File: src/rtl/pipe_ctrl.sv
// Pipeline hazard/exception controller: priority stall masks, 3-cycle exception redirect (RUN->FREEZE->FLUSH).
// Optional stall/flush performance counters are built only when STALL_PERF_EN is defined.
module pipe_ctrl (
  input  logic        clk,
  input  logic        reset,
  input  logic        stallreq_if,
  input  logic        stallreq_id,
  input  logic        stallreq_ex,
  input  logic        stallreq_mem,
  input  logic [31:0] excepttype_i,
  input  logic [31:0] cp0_epc_i,
  output logic [5:0]  stall,
  output logic        flush,
  output logic [31:0] new_pc,
  output logic [31:0] perf_stall_cnt,
  output logic [31:0] perf_flush_cnt
);

  localparam logic [31:0] EXC_ERET   = 32'h0000000e;
  localparam logic [31:0] EXC_VECTOR = 32'h00000020;

  typedef enum logic [1:0] {RUN, FREEZE, FLUSH} state_t;

  state_t      state;
  state_t      state_nxt;
  logic [31:0] target;
  logic        exc_take;

  assign exc_take = (state == RUN) && (excepttype_i != 32'h0);

  always_ff @(posedge clk) begin
    if (reset) begin
      state  <= RUN;
      target <= 32'h0;
    end else begin
      state <= state_nxt;
      // EPC is captured in the detect cycle; later CP0 updates must not leak into the redirect.
      if (exc_take)
        target <= (excepttype_i == EXC_ERET) ? cp0_epc_i : EXC_VECTOR;
    end
  end

  always_comb begin
    state_nxt = state;
    case (state)
      RUN:     if (exc_take) state_nxt = FREEZE;
      FREEZE:  state_nxt = FLUSH;
      FLUSH:   state_nxt = RUN;
      default: state_nxt = RUN;
    endcase
  end

  always_comb begin
    stall  = 6'b000000;
    flush  = 1'b0;
    new_pc = 32'h0;
    case (state)
      RUN: begin
        if (exc_take)          stall = 6'b111111;
        else if (stallreq_mem) stall = 6'b011111;
        else if (stallreq_ex)  stall = 6'b001111;
        else if (stallreq_id)  stall = 6'b000111;
        else if (stallreq_if)  stall = 6'b000011;
        else                   stall = 6'b000000;
      end
      FREEZE: stall = 6'b111111;
      FLUSH: begin
        flush  = 1'b1;
        new_pc = target;
      end
      default: stall = 6'b000000;
    endcase
  end

`ifdef STALL_PERF_EN
  logic [31:0] stall_cnt;
  logic [31:0] flush_cnt;

  always_ff @(posedge clk) begin
    if (reset) begin
      stall_cnt <= 32'h0;
      flush_cnt <= 32'h0;
    end else begin
      if (stall[0] && !(&stall_cnt)) stall_cnt <= stall_cnt + 32'd1;
      if (flush && !(&flush_cnt))    flush_cnt <= flush_cnt + 32'd1;
    end
  end

  assign perf_stall_cnt = stall_cnt;
  assign perf_flush_cnt = flush_cnt;
`else
  assign perf_stall_cnt = 32'h0;
  assign perf_flush_cnt = 32'h0;
`endif

endmodule
File: config.mk
export PLATFORM = sky130hd
export DESIGN_NAME = pipe_ctrl
export DESIGN_NICKNAME = d
export VERILOG_FILES = /design/src/rtl/pipe_ctrl.sv
export SDC_FILE = /design/constraint.sdc
export NUM_CORES = 1
export LEC_CHECK = 0
export ABC_AREA = 1
export BUFFER_PORTS_ARGS = -buffer_cell sky130_fd_sc_hd__buf_2
export CAP_MARGIN = 20
export CORE_ASPECT_RATIO = 1.5
export CORE_MARGIN = 3
export CORE_UTILIZATION = 42
export DETAILED_ROUTE_END_ITERATION = 16
export PLACE_DENSITY = 0.82
export SYNTH_ARGS = -nofsm -noshare
export SYNTH_HDL_FRONTEND = slang
export SYNTH_SLANG_ARGS = --single-unit
File: constraint.sdc
create_clock -name clk -period 1.3 [get_ports clk]
set_input_delay 0.065 -clock clk [delete_from_list [all_inputs] [get_ports clk]]
set_output_delay 0.065 -clock clk [all_outputs]
set_load 0.005 [all_outputs]
==> results of run 1 <==
[cells in the mapped netlist (2+ instances only)]
master / count
buf_6: 4
nand2_1: 79
nand3_1: 9
buf_4: 65
a31oi_1: 3
clkbuf_1: 4
nor2_1: 145
buf_2: 5
inv_1: 62
buf_1: 3
dfxtp_1: 34
nor2_4: 2
[cells by family after synthesis]
family	after synthesis	synth area share [%]
AO/OA/AOI/OAI	5	1.31
buffers and inverters	144	33.1
flip-flops	34	27.5
other	1	0.151
AND/OR/NAND/NOR	240	37.9
[final timing paths]
kind / end / slack, ns / depth (start not counted)
max: stall[5] / -0.06 / 7
min reg2reg: target[23]$_SDFFE_PP0N_ / 0.49 / 2
max reg2reg: target[1]$_SDFFE_PP0N_ / 0.01 / 8
min: target[5]$_SDFFE_PP0N_ / 0.12 / 4
[power by group]
part | internal [mW] | switching (mW) | leakage, nW | total, mW
Clock | 0.368 | 0.340 | 0.0383 | 0.708
Sequential | 1.13 | 0.0347 | 0.280 | 1.17
Combinational | 0.372 | 0.455 | 1.54 | 0.826
Total | 1.87 | 0.829 | 1.86 | 2.70
[worst max-delay path, stage by stage (launching register included)]
cell	delay, ns
dfxtp_2	0.33
buf_6	0.12
nor2_4	0.11
buf_6	0.11
o21ai_4	0.06
buf_12	0.14
nand2_4	0.05
buf_6	0.09
[metrics by stage]
step           worst slack, ns  cells  area [µm²]
5_1_grt                 -0.101    612        3300
4_1_cts                -0.0373    609        3130
6_report               -0.0576    612        3300
2_1_floorplan            0.171    487        2710
3_5_place_dp           -0.0379    596        2910
3_3_place_gp           -0.0138    596        2910
[state kept, by name (all words and copies together), names as in the netlist]
signal	count
target	32
state	2
[layout make-up]
cell class | count | area (µm²) | area share (%)
well taps | 70 | 87.6 | 2.65
multi-input cells | 309 | 1370 | 41.6
inverters | 63 | 239 | 7.24
repair buffers | 129 | 842 | 25.5
clock buffers | 7 | 76.3 | 2.31
flip-flops and latches | 34 | 683 | 20.7
[layer usage]
metal / up-vias / part of all wire [%] / track usage (%) / wire length [µm]
met3: 10 / 8.4 / 3.70 / 517
met4: 0 / 2.8 / 6.46 / 175
met1: 1079 / 35 / 16.9 / 2150
met5: - / 0 / 0 / 0
met2: 125 / 54 / 32.9 / 3320
li1: 1325 / - / - / -
[timing repair]
action,CTS,global route
pin swaps,2,7
setup buffers,3,3
endpoints found under the hold margin,2,0
hold buffers,1,0
gates cloned,2,1
gates resized for setup,28,39
setup endpoints to repair,33,70
==> impl_metrics.ini, run 1 <==
[run_status]
status = finished, violations left
failed_checks = negative setup slack

[cells_and_area]
final.fill_count = 543
syn2layout_area_growth_pct = 33.2
final_common_cell = nor2_1
post-route-util_pct = 59.2
mostFrequentLayoutCells = nor2_1, buf_2, nand2_1, conb_1, inv_1
diodes = 0
drive_above_1_share_pct = 32.8
layout.nets = 612

[power_and_ir_drop]
total_power_mw = 2.70
p_leak_nw = 1.86
p_per_area_mw_per_mm2 = 818
ir_worst_vdd_v = 0.000361

[routing]
finalWirelength_um = 6160
wire_per_inst_um = 10.1
drc_errors = 0
drtPass1Iterations = 4
detail-route-antenna-nets = 0
drtIter0Drc = 63
vias = 2539
avgViaCountPerCell = 4.15

[timing]
fin_crit_ns = 1.36
setup_ws_ns = -0.0576
setup_violations = 3
fmax_mhz = 737
holdWs_ns = 0.116
drv_slew = 0
hold_violations = 0
worst_pin_slew_ns = 0.633
relSlewSlack_pct = 57.4
fin_crit_sh_pct = 104
fin_worst_skew_ns = 0.00918
rsz0062_at_grt = true
fin_setup_tns_ns = -0.0958

[synth]
synth_top_cell_by_area = dfxtp_1
synth_cells = 424
syn-cell-area_mm2 = 0.00248
synth_seq_cells = 34
synthTopCellsByArea = dfxtp_1, nor2_1, buf_4
ys.flop_type = dfxtp_1
async_reset_ff_share_pct = 0
synth_edf_count = 0
ys_warn_count = 0
synth.top_cell.area_share_pct = 27.5
synth-seq-area-share_pct = 27.5
avgSynthCellArea_um2 = 5.84
synth_cell_types = 21

[floorplan]
core-area_mm2 = 0.00557
row_count = 33
start_util_pct = 44.4
dieArea_mm2 = 0.00688
die_h_um = 100
die_w_um = 68.7
io_pins = 173

[critical_path]
worstPathArrival_ns = 1.29
crit-reg2reg-launch = state[1]$_SDFFE_PP0P_
crit_path_start = state[1]$_SDFFE_PP0P_
startpoint_type = register
path_class = reg2out
cp-end-kind = output pin
cp.required_ns = 1.24
cp_max_fo = 3

[global_routing]
grt_pass1_vias = 2219
track_usage_pct = 17.1
antenna_found_initial = 0
grt_pass1_wl_um = 9080
grt_max_degree = 33
overflow = 0

[placed_design]
io_buffers = 108
dp_hpwl_um = 4430
globalplace.congestion = 0.780

[flow_run]
maxCapViolations = 0

[cts]
root_buffer = clkbuf_8
clock-sinks = 34
clkTransAtPathRegs_ns = 0.07
ctsLongestPathBuffers = 2
clk_latency_ns = 0.28
cts_tree = built
cts_buffers = 5
h-tree-depth = 2

[hold_path]
hold_class = in2reg
hp-start = cp0_epc_i[5]
Note: power is estimated with default switching activity, not from simulation.
==> inputs of run 2 (changes only) <==
--- a/config.mk
+++ b/config.mk
@@ -9,8 +9,8 @@
 export BUFFER_PORTS_ARGS = -buffer_cell sky130_fd_sc_hd__buf_2
 export CAP_MARGIN = 20
 export CORE_ASPECT_RATIO = 1.5
-export CORE_MARGIN = 3
 export CORE_UTILIZATION = 42
+export CTS_CLUSTER_DIAMETER = 40
 export DETAILED_ROUTE_END_ITERATION = 16
 export PLACE_DENSITY = 0.82
 export SYNTH_ARGS = -nofsm -noshare
==> run 2 against run 1 <==
The run still ends with negative setup slack left. Cell count is the same. Clock-buffer cell count is the same. Clock skew shrank 0.0059 ns. Register-to-register slack gained 0.05 ns. Design area shrank 3.9%. Flip-flop and latch count is the same. Sequential share of layout area grew 0.91 points. Hold slack lost 0.0058 ns. Critical path depth shrank 1. Critical endpoint is now new_pc[28]. Highest routed layer unchanged.
==> impl_metrics.ini, run 2 (synthesis gave the netlist of run 1 again) <==
[run_status]
status = finished, violations left
failed_checks = negative setup slack

[cells_and_area]
mostFrequentLayoutCells = nor2_1, buf_2, nand2_1, conb_1, inv_1
post-route-cell-area_mm2 = 0.00317
post-route-util_pct = 56.9
syn2layout_area_growth_pct = 28.1
largest_reg_flops = 32
final.fill_count = 575
drive_above_1_share_pct = 28.2
layout.nets = 611
regMostFlops = target
diodes = 0
final_common_cell = nor2_1
multiInputGateArea_mm2 = 0.00125
reg_top3 = target x32, state x2
seq_area_um2 = 686

[timing]
rsz0062_at_grt = true
hold_violations = 0
setup_ws_ns = -0.0735
fin_crit_sh_pct = 106
fin_worst_skew_ns = 0.00328
drv_slew = 0
setup_violations = 34
fin_setup_tns_ns = -1.52
fin_crit_ns = 1.37
fmax_mhz = 728

[floorplan]
die_w_um = 64.7
row_count = 33
core-area_mm2 = 0.00557
die_h_um = 96.1
io_pins = 173
dieArea_mm2 = 0.00622
start_util_pct = 44.4

[placed_design]
io_buffers = 108
dpl-instance-area_mm2 = 0.00290
dp_hpwl_um = 4160
dpl_worst_slack_ns = -0.00229
globalplace.congestion = 0.773

[global_routing]
antenna_found_initial = 0
track_usage_pct = 18.0
grt_max_degree = 33
grt_pass1_vias = 2133
grt_pass1_wl_um = 8800
overflow = 0

[cts]
root_buffer = clkbuf_8
h-tree-depth = 2
clkTransAtPathRegs_ns = 0.07
cts_buffers = 5
ctsLongestPathBuffers = 2
clock-sinks = 34
clk_latency_ns = 0.28
cts_tree = built

[critical_path]
path_class = reg2out
crit_family = buffers and inverters
crit_buf_inv = 4
crit-reg2reg-launch = state[0]$_SDFFE_PP0P_
path_cells = inv_2, nor2_4, inv_4, clkbuf_16, nor2_1, buf_2
worstPathArrival_ns = 1.31
slowest_delay_ns = 0.36
path_depth = 6
reg2regPathDepth = 8
cp.required_ns = 1.24
startpoint_type = register
cp_max_fo = 12
crit_path_start = state[1]$_SDFFE_PP0P_
cpMaxStageDelayCell = dfxtp_2
cp-end-kind = output pin

[hold_path]
hp-start = cp0_epc_i[3]
whs_path_depth = 5
hold_class = in2reg

[power_and_ir_drop]
total_power_mw = 2.71
seqPwrFrac_pct = 43.0
p_sw_mw = 0.814
p_comb_share_pct = 27.6
p_per_area_mw_per_mm2 = 855
clock_power_share_pct = 29.4
p_int_mw = 1.90
p_leak_nw = 1.85
ir_worst_vdd_v = 0.000419
switching_share_pct = 30.0

[routing]
detail-route-antenna-nets = 0
drtIter0Drc = 58
wire_per_inst_um = 9.46
avgViaCountPerCell = 4.16
finalWirelength_um = 5790
drc_errors = 0
vias = 2545
drtPass1Iterations = 4

[flow_run]
maxCapViolations = 0
==> run 2: path summary, 6_finish.rpt <==
| path | end | slack (ns) |
|---|---|---|
| max reg2reg | target[0]$_SDFFE_PP0N_ | 0.06 |
| min reg2reg | target[15]$_SDFFE_PP0N_ | 0.48 |
| max | new_pc[28] | -0.07 |
| min | target[3]$_SDFFE_PP0N_ | 0.11 |
==> run 2: timing repair <==
action | in CTS | in global routing
gates cloned | 1 | 2
pin swaps | 0 | 2
resized for setup | 12 | 6
setup buffers | 4 | 1
hold endpoints to repair | 2 | 0
hold buffers | 1 | 0
endpoints found under the setup margin | 33 | 48
==> run 2: per-layer routing <==
| metal | GRT usage (%) | up-vias | wire (µm) |
|---|---|---|---|
| met5 | 0 | - | 0 |
| met1 | 18.0 | 1089 | 2140 |
| met3 | 2.61 | 8 | 362 |
| met4 | 6.85 | 0 | 101 |
| li1 | - | 1325 | - |
| met2 | 36.5 | 123 | 3190 |
==> run 2: through the flow <==
| stage | cells | hold slack [ns] |
|---|---|---|
| after detailed placement | 595 | 0.269 |
| after floorplan | 487 | 0.137 |
| final | 612 | 0.110 |
| after global placement | 595 | 0.257 |
| after global routing | 612 | 0.103 |
| after CTS | 609 | 0.101 |
==> run 2: power groups by stage <==
stage               combinational (mW)  sequential (mW)  clock, mW
finish                           0.748             1.17      0.799
global placement                 0.628             1.18          0
CTS                              0.705             1.16      0.821
floorplan                        0.569             1.18          0
global route                     0.855             1.18      0.878
detailed placement               0.645             1.19          0
==> run 2: worst reg2reg max path, stage by stage, from the launching register on <==
cell and delay [ns]:
dfxtp_4 0.37, nor2_2 0.10, buf_4 0.13, o21ai_4 0.08, buf_12 0.13, buf_4 0.17
nand2_1 0.07, nand2_1 0.04, nor2_1 0.09
==> run 2: final cells by class <==
| type | instances | area share, % |
|---|---|---|
| Inverter | 63 | 7.53 |
| Tap cell | 70 | 2.76 |
| Multi-Input combinational cell | 309 | 39.4 |
| Clock buffer | 7 | 2.72 |
| Timing Repair Buffer | 128 | 25.8 |
| Sequential cell | 34 | 21.6 |
| Clock inverter | 1 | 0.158 |
